`config.mk`:
```
export PLATFORM = sky130hd
export DESIGN_NAME = pipe_issue_arbiter
export DESIGN_NICKNAME = d
export VERILOG_FILES = /design/src/rtl/pipe_arb_pkg.sv /design/src/rtl/pipe_rr_pick.sv /design/src/rtl/pipe_issue_arbiter.sv
export SDC_FILE = /design/constraint.sdc
export NUM_CORES = 1
export LEC_CHECK = 0
export CAP_MARGIN = 20
export CELL_PAD_IN_SITES_DETAIL_PLACEMENT = 1
export CELL_PAD_IN_SITES_GLOBAL_PLACEMENT = 2
export CORE_MARGIN = 4
export CORE_UTILIZATION = 20
export DETAILED_ROUTE_END_ITERATION = 8
export GPL_TIMING_DRIVEN = 0
export PLACE_DENSITY_LB_ADDON = 0.12
export SLEW_MARGIN = 15
export SYNTH_ARGS = -nofsm -noshare
export SYNTH_HDL_FRONTEND = slang
export SYNTH_SLANG_ARGS = --single-unit
```
`constraint.sdc`:
```
create_clock -name clk -period 3.4 [get_ports clk]
set_clock_uncertainty 0.15 [all_clocks]
set_input_delay 0.34 -clock clk [delete_from_list [all_inputs] [get_ports clk]]
set_output_delay 0.34 -clock clk [all_outputs]
set_load 0.005 [all_outputs]
```
`src/rtl/pipe_arb_pkg.sv`:
```
// Shared constants and types for the pipelined issue arbiter.
package pipe_arb_pkg;

    localparam int W       = 10;
    localparam int LAT     = 3;
    localparam int ID_MAXW = 3;

    typedef enum logic [1:0] {
        IDLE  = 2'd0,
        RUN   = 2'd1,
        DRAIN = 2'd2
    } state_e;

    typedef struct packed {
        logic               valid;
        logic [ID_MAXW-1:0] id;
    } tag_t;

endpackage

```
`src/rtl/pipe_rr_pick.sv`:
```
// Combinational round-robin picker: first requester at or after ptr_i, with wrap.
module pipe_rr_pick #(
    parameter int NREQ = 4,
    parameter int IDW  = 2
) (
    input  logic [NREQ-1:0] req_i,
    input  logic [IDW-1:0]  ptr_i,
    output logic [NREQ-1:0] gnt_o,
    output logic [IDW-1:0]  idx_o,
    output logic            found_o
);

    logic [NREQ-1:0] rot;
    int              sum;

    always_comb begin
        rot     = NREQ'({req_i, req_i} >> ptr_i);
        found_o = 1'b0;
        sum     = 0;
        for (int k = 0; k < NREQ; k++) begin
            if (!found_o && rot[k]) begin
                found_o = 1'b1;
                sum     = int'(ptr_i) + k;
            end
        end
        if (sum >= NREQ) sum = sum - NREQ;
        idx_o = IDW'(sum);
        gnt_o = found_o ? ({{(NREQ-1){1'b0}}, 1'b1} << idx_o) : '0;
    end

endmodule

```
`src/rtl/pipe_issue_arbiter.sv`:
```
// Round-robin issue arbiter sharing one fixed-latency arithmetic pipeline, with run/drain control.
// Define PIPE_ARB_STATS_EN to add per-requester saturating issue counters on stat_cnt.
module pipe_issue_arbiter
    import pipe_arb_pkg::*;
#(
    parameter int NREQ = 4,
    parameter int IDW  = 2
) (
    input  logic              clk,
    input  logic              rst_n,
    input  logic              enable,
    input  logic [NREQ-1:0]   req_valid,
    output logic [NREQ-1:0]   req_ready,
    input  logic [NREQ*W-1:0] req_a,
    input  logic [NREQ*W-1:0] req_b,
    input  logic [NREQ*W-1:0] req_c,
    input  logic [NREQ*W-1:0] req_d,
    output logic [W-1:0]      pipe_a,
    output logic [W-1:0]      pipe_b,
    output logic [W-1:0]      pipe_c,
    output logic [W-1:0]      pipe_d,
    input  logic [W-1:0]      pipe_f,
    output logic              rsp_valid,
    output logic [IDW-1:0]    rsp_id,
    output logic [W-1:0]      rsp_f,
    output logic              busy,
    output logic              idle_pulse
`ifdef PIPE_ARB_STATS_EN
    ,
    output logic [NREQ*16-1:0] stat_cnt
`endif
);

    // Tag slots: one beside the operand register, one for the pipeline input
    // capture, then LAT stages, so the last slot lines up with pipe_f.
    localparam int TAGS = LAT + 2;

    state_e              state_q, state_d;
    logic [IDW-1:0]      ptr_q, ptr_d;
    tag_t [TAGS-1:0]     tag_q;
    tag_t                tag0_d;
    logic [W-1:0]        pa_q, pb_q, pc_q, pd_q;
    logic [W-1:0]        sel_a, sel_b, sel_c, sel_d;
    logic [NREQ-1:0]     pick_gnt;
    logic [IDW-1:0]      pick_idx;
    logic                pick_found;
    logic                run, xfer, tags_empty;

    pipe_rr_pick #(
        .NREQ (NREQ),
        .IDW  (IDW)
    ) u_pick (
        .req_i   (req_valid),
        .ptr_i   (ptr_q),
        .gnt_o   (pick_gnt),
        .idx_o   (pick_idx),
        .found_o (pick_found)
    );

    assign run       = (state_q == RUN);
    assign req_ready = run ? pick_gnt : '0;
    assign xfer      = run & pick_found;

    // Invalid slots are kept all-zero, so one compare covers every valid bit.
    assign tags_empty = (tag_q == '0);

    always_comb begin
        sel_a = '0;
        sel_b = '0;
        sel_c = '0;
        sel_d = '0;
        for (int i = 0; i < NREQ; i++) begin
            if (pick_gnt[i]) begin
                sel_a = req_a[i*W +: W];
                sel_b = req_b[i*W +: W];
                sel_c = req_c[i*W +: W];
                sel_d = req_d[i*W +: W];
            end
        end
    end

    always_comb begin
        tag0_d = '0;
        if (xfer) begin
            tag0_d.valid         = 1'b1;
            tag0_d.id[IDW-1:0]   = pick_idx;
        end
    end

    always_comb begin
        ptr_d = ptr_q;
        if (xfer) ptr_d = (int'(pick_idx) == NREQ - 1) ? '0 : pick_idx + 1'b1;
    end

    always_comb begin
        state_d    = state_q;
        idle_pulse = 1'b0;
        case (state_q)
            IDLE:    if (enable) state_d = RUN;
            RUN:     if (!enable) state_d = DRAIN;
            DRAIN: begin
                if (enable) begin
                    state_d = RUN;
                end else if (tags_empty) begin
                    state_d    = IDLE;
                    idle_pulse = 1'b1;
                end
            end
            default: state_d = IDLE;
        endcase
    end

    always_ff @(posedge clk or negedge rst_n) begin
        if (!rst_n) begin
            state_q <= IDLE;
            ptr_q   <= '0;
            tag_q   <= '0;
            pa_q    <= '0;
            pb_q    <= '0;
            pc_q    <= '0;
            pd_q    <= '0;
        end else begin
            state_q <= state_d;
            ptr_q   <= ptr_d;
            tag_q   <= {tag_q[TAGS-2:0], tag0_d};
            if (xfer) begin
                pa_q <= sel_a;
                pb_q <= sel_b;
                pc_q <= sel_c;
                pd_q <= sel_d;
            end
        end
    end

    assign pipe_a    = pa_q;
    assign pipe_b    = pb_q;
    assign pipe_c    = pc_q;
    assign pipe_d    = pd_q;
    assign rsp_valid = tag_q[TAGS-1].valid;
    assign rsp_id    = tag_q[TAGS-1].id[IDW-1:0];
    assign rsp_f     = pipe_f;
    assign busy      = (state_q != IDLE) || !tags_empty;

`ifdef PIPE_ARB_STATS_EN
    logic [NREQ-1:0][15:0] cnt_q;

    always_ff @(posedge clk or negedge rst_n) begin
        if (!rst_n) begin
            cnt_q <= '0;
        end else begin
            for (int i = 0; i < NREQ; i++) begin
                if (xfer && pick_gnt[i] && (cnt_q[i] != 16'hFFFF)) cnt_q[i] <= cnt_q[i] + 16'd1;
            end
        end
    end

    assign stat_cnt = cnt_q;
`endif

endmodule
```
==> report_table.html <==
<table>
<tr><th>Metric</th><th>Value</th></tr>
<tr><th colspan="2">Logic synthesis</th></tr>
<tr><td>XOR/XNOR share of the synthesized area</td><td>0</td></tr>
<tr><td>Yosys warnings</td><td>0</td></tr>
<tr><td>Synthesized instance count</td><td>391</td></tr>
<tr><td>Dominant combinational cell family by area after synthesis</td><td>compound AO/OA/AOI/OAI gates</td></tr>
<tr><td>Asr flop ratio synth</td><td>1.00</td></tr>
<tr><td>Fraction of the mapped netlist area in compound gates</td><td>0.334</td></tr>
<tr><td>Yosys top cell by area</td><td>sky130_fd_sc_hd__dfrtp_1</td></tr>
<tr><td>Most frequently used flop master after synthesis</td><td>sky130_fd_sc_hd__dfrtp_1</td></tr>
<tr><td>Most area-consuming cells after synthesis</td><td>sky130_fd_sc_hd__dfrtp_1 (42%), sky130_fd_sc_hd__a21oi_1 (11%), sky130_fd_sc_hd__a211o_1 (10%)</td></tr>
<tr><td>Leading cell type by number of instances after synthesis</td><td>sky130_fd_sc_hd__a21oi_1</td></tr>
<tr><td>Number of nets produced by synthesis</td><td>572</td></tr>
<tr><td>Number of flops mapped to enable cells by yosys</td><td>0</td></tr>
<tr><td>Commonest cells post-synth</td><td>sky130_fd_sc_hd__a21oi_1 (80), sky130_fd_sc_hd__dfrtp_1 (59), sky130_fd_sc_hd__nor2_1 (46)</td></tr>
<tr><td>Post-synth design cell area</td><td>3490 um2</td></tr>
<tr><td>Simple logic cell fraction of the synthesized area</td><td>0.0853</td></tr>
<tr><td>Cell variety after synth</td><td>29</td></tr>
<tr><td>Synth top area share</td><td>0.423</td></tr>
<tr><td>Post-Synth Adder-Cell Area</td><td>0.0143</td></tr>
<tr><td>Mean area per synthesized cell</td><td>8.92 um2</td></tr>
<tr><td>Portion of netlist area occupied by mux cells</td><td>0.00287</td></tr>
<tr><td>Proportion of synthesized chip area in sequential cells</td><td>0.423</td></tr>
<tr><td>Register bit total from synthesis</td><td>59</td></tr>
<tr><th colspan="2">STA</th></tr>
<tr><td>Final period util</td><td>0.950</td></tr>
<tr><td>Headroom to the max-slew limit</td><td>0.625</td></tr>
<tr><td>Final slew viol count</td><td>0</td></tr>
<tr><td>Final critical-path setup slack</td><td>0.171 ns</td></tr>
<tr><td>Fin crit period</td><td>3.23 ns</td></tr>
<tr><td>Fmax</td><td>310 MHz</td></tr>
<tr><td>Number of endpoints failing setup at the final stage</td><td>0</td></tr>
<tr><td>Worst slew pin tran</td><td>0.562 ns</td></tr>
<tr><td>Hold violation count in the final report</td><td>0</td></tr>
<tr><th colspan="2">Power and ir drop</th></tr>
<tr><td>Max IR drop VDD</td><td>0.274 mV</td></tr>
<tr><td>P_leak</td><td>0.00272 uW</td></tr>
<tr><td>Cell area power density</td><td>674 nW/um2</td></tr>
<tr><th colspan="2">GRT</th></tr>
<tr><td>Via count of the first global-routing pass</td><td>4379</td></tr>
<tr><td>Initial antenna violation count</td><td>0</td></tr>
<tr><td>Overall overflow remaining after global route</td><td>0</td></tr>
<tr><td>Wire length of the first global-routing pass</td><td>24.2 mm</td></tr>
<tr><td>Pin count of the biggest net entering global routing</td><td>53</td></tr>
<tr><td>Global-route total usage across every layer</td><td>0.155</td></tr>
<tr><th colspan="2">Hold path</th></tr>
<tr><td>Min-Delay Path Class</td><td>primary input to async pin</td></tr>
<tr><th colspan="2">Setup path</th></tr>
<tr><td>Worst R2R End</td><td>pipe_a[8]</td></tr>
<tr><td>Endpoint type of the worst setup path</td><td>output pin</td></tr>
<tr><td>Startpoint Class</td><td>primary input</td></tr>
<tr><td>CP Class</td><td>primary input to output pin</td></tr>
<tr><td>Arrival time of data at the critical path endpoint</td><td>2.74 ns</td></tr>
<tr><td>Origin of the worst setup path</td><td>req_valid[3]</td></tr>
<tr><td>Required time at the endpoint of the critical path</td><td>2.91 ns</td></tr>
<tr><td>Slack of the worst reg-to-reg path</td><td>0.59 ns</td></tr>
<tr><td>Depth of the worst register-to-register path</td><td>10</td></tr>
<tr><td>CP Max Fanout</td><td>18</td></tr>
<tr><td>Worst reg2reg startpoint</td><td>ptr_q[0]</td></tr>
<tr><th colspan="2">Clock network</th></tr>
<tr><td>Maximum count of clock buffers along a single path</td><td>2</td></tr>
<tr><td>Root Driver</td><td>sky130_fd_sc_hd__clkbuf_16</td></tr>
<tr><td>Latest clock arrival within the worst-skew pair</td><td>0.33 ns</td></tr>
<tr><td>Clock tree from TritonCTS</td><td>yes</td></tr>
<tr><td>Maximum level of the CTS H-tree</td><td>3</td></tr>
<tr><td>Clock transition at the registers of the reported paths</td><td>0.06 ns</td></tr>
<tr><td>Clock buffers created by TritonCTS</td><td>9</td></tr>
<tr><td>Number of sinks driven by the clock tree</td><td>59</td></tr>
<tr><th colspan="2">Floorplan</th></tr>
<tr><td>Starting density of the core</td><td>0.203</td></tr>
<tr><td>Core region area</td><td>17200 um2</td></tr>
<tr><td># rows</td><td>48</td></tr>
<tr><td>I/O pin count</td><td>236</td></tr>
<tr><td>Chip Width</td><td>140 um</td></tr>
<tr><td>Die height</td><td>140 um</td></tr>
<tr><td>Total die area</td><td>19600 um2</td></tr>
<tr><th colspan="2">Placed design</th></tr>
<tr><td>Pre-CTS WS</td><td>-0.379 ns</td></tr>
<tr><td>Routability congestion estimate</td><td>0.788</td></tr>
<tr><td>Port buffer count</td><td>225</td></tr>
<tr><td>Placed Instances</td><td>842</td></tr>
<tr><td>Final HPWL from detailed placement</td><td>12.1 mm</td></tr>
<tr><th colspan="2">Layout</th></tr>
<tr><td>Number of nets at the end of the flow</td><td>808</td></tr>
<tr><td>Final instance count without filler cells</td><td>857</td></tr>
<tr><td>Share of cells above drive strength 1</td><td>0.0886</td></tr>
<tr><td>FILL cells</td><td>1982</td></tr>
<tr><td>P&amp;R area growth vs syn</td><td>81.9%</td></tr>
<tr><td># diodes</td><td>0</td></tr>
<tr><th colspan="2">Route</th></tr>
<tr><td>Number of violations reported at the end of detailed-routing iteration 0</td><td>114</td></tr>
<tr><td>Average wire per cell in the routed design</td><td>18.0 um</td></tr>
<tr><td>Average vias per placed instance</td><td>4.54</td></tr>
<tr><td>Count of antenna-violating nets left after detailed routing</td><td>0</td></tr>
<tr><td>Count of TritonRoute iterations in the first routing pass</td><td>4</td></tr>
<tr><td>Number of vias after detailed routing</td><td>3889</td></tr>
<tr><td>Wirelength, routed</td><td>15.4 mm</td></tr>
<tr><td>Remaining DRCs</td><td>0</td></tr>
<tr><th colspan="2">Run</th></tr>
<tr><td>Number of maximum-capacitance violations</td><td>0</td></tr>
<tr><th colspan="2">Run status</th></tr>
<tr><td>Result of the run</td><td>complete, no violations</td></tr>
</table>
-- where the power goes --
| part | switching [uW] | internal [uW] | leakage [uW] |
|---|---|---|---|
| Combinational | 1020 | 1250 | 0.00188 |
| Clock | 363 | 503 | 0.000137 |
| Sequential | 166 | 978 | 0.000701 |
-- placed cells by master, fill, tap and decap left out, drive strengths merged, types with 3 or more instances in the layout --
cell,count
clkbuf,24
nor2,46
nand2b,3
ha,4
a221oi,40
buf,33
o21ai,3
nor4,3
a21oi,80
dfrtp,59
inv,46
nand2,5
clkinv,3
a211o,41
and2,4
clkdlybuf4s50,224
-- repair_timing --
item / CTS / global route
hold buffers: 1 / 0
buffers inserted: 0 / 0
gates resized for setup: 2 / 4
endpoints found under the setup margin: 2 / 2
endpoints found under the hold margin: 59 / 0
-- critical path, cell delays in order --
cell and delay (ns):
sky130_fd_sc_hd__clkdlybuf4s50_1 0.49, sky130_fd_sc_hd__nand2b_1 0.18, sky130_fd_sc_hd__a211o_1 0.28, sky130_fd_sc_hd__o21ai_1 0.20, sky130_fd_sc_hd__inv_1 0.15, sky130_fd_sc_hd__ha_1 0.20
sky130_fd_sc_hd__buf_2 0.24, sky130_fd_sc_hd__and2_1 0.20, sky130_fd_sc_hd__clkdlybuf4s50_1 0.44
-- final cells by class --
class / instances / area [um2] / area share
well taps: 225 / 282 / 0.0443
clock buffers: 9 / 225 / 0.0355
plain buffers: 46 / 325 / 0.0512
repair buffers: 227 / 2290 / 0.360
multi-input cells: 241 / 1540 / 0.242
clock inverters: 7 / 56.3 / 0.00887
flip-flops and latches: 59 / 1480 / 0.233
inverters: 43 / 161 / 0.0254
-- stage by stage --
step	setup TNS (ns)	area (um2)	total power, uW	hold slack, ns	utilization
2_1_floorplan	0	3490	2290	-0.106	-
3_3_place_gp	-18.62	6020	3430	0.208	0.351
3_5_place_dp	-0.521	6050	3450	0.0281	0.352
4_1_cts	0	6340	4360	0.219	0.369
5_1_grt	-0.00220	6350	4620	0.238	0.370
6_report	0	6350	4280	0.225	0.370
-- per-layer routing --
metal	share of wire	global-route usage	vias up
met5	0	0	-
met4	0.024	0.0586	0
met3	0.064	0.0451	21
met2	0.48	0.255	150
met1	0.43	0.194	1843
li1	-	-	1875
-- cell families (layout without fill, tap and decap cells) --
group                    after synthesis  count (layout)
AO/OA/AOI/OAI                        169             169
adder cells (fa/ha/maj)                4               4
buffers and inverters                 91             332
flip-flops                            59              59
multiplexers                           1               1
AND/OR/NAND/NOR                       67              67
-- how the worst max path moves through the flow --
stage                              end  slack (ns)  depth (start not counted)
after floorplan           req_ready[3]        1.13                          8
after global placement       pipe_b[4]       -0.31                          1
after detailed placement  req_ready[3]       -0.38                         10
after CTS                 req_ready[3]        0.06                          9
after global routing      req_ready[2]      -0.002                          9
final                     req_ready[2]        0.17                          9
-- sequential cells by signal, indices dropped and copies added (netlist names) --
register   flops
pipe_a        10
pipe_b        10
pipe_c        10
pipe_d        10
ptr_q          2
rsp_id         2
rsp_valid      1
state_q        2
tag_q         12
Note: power is estimated with default switching activity, not from simulation.
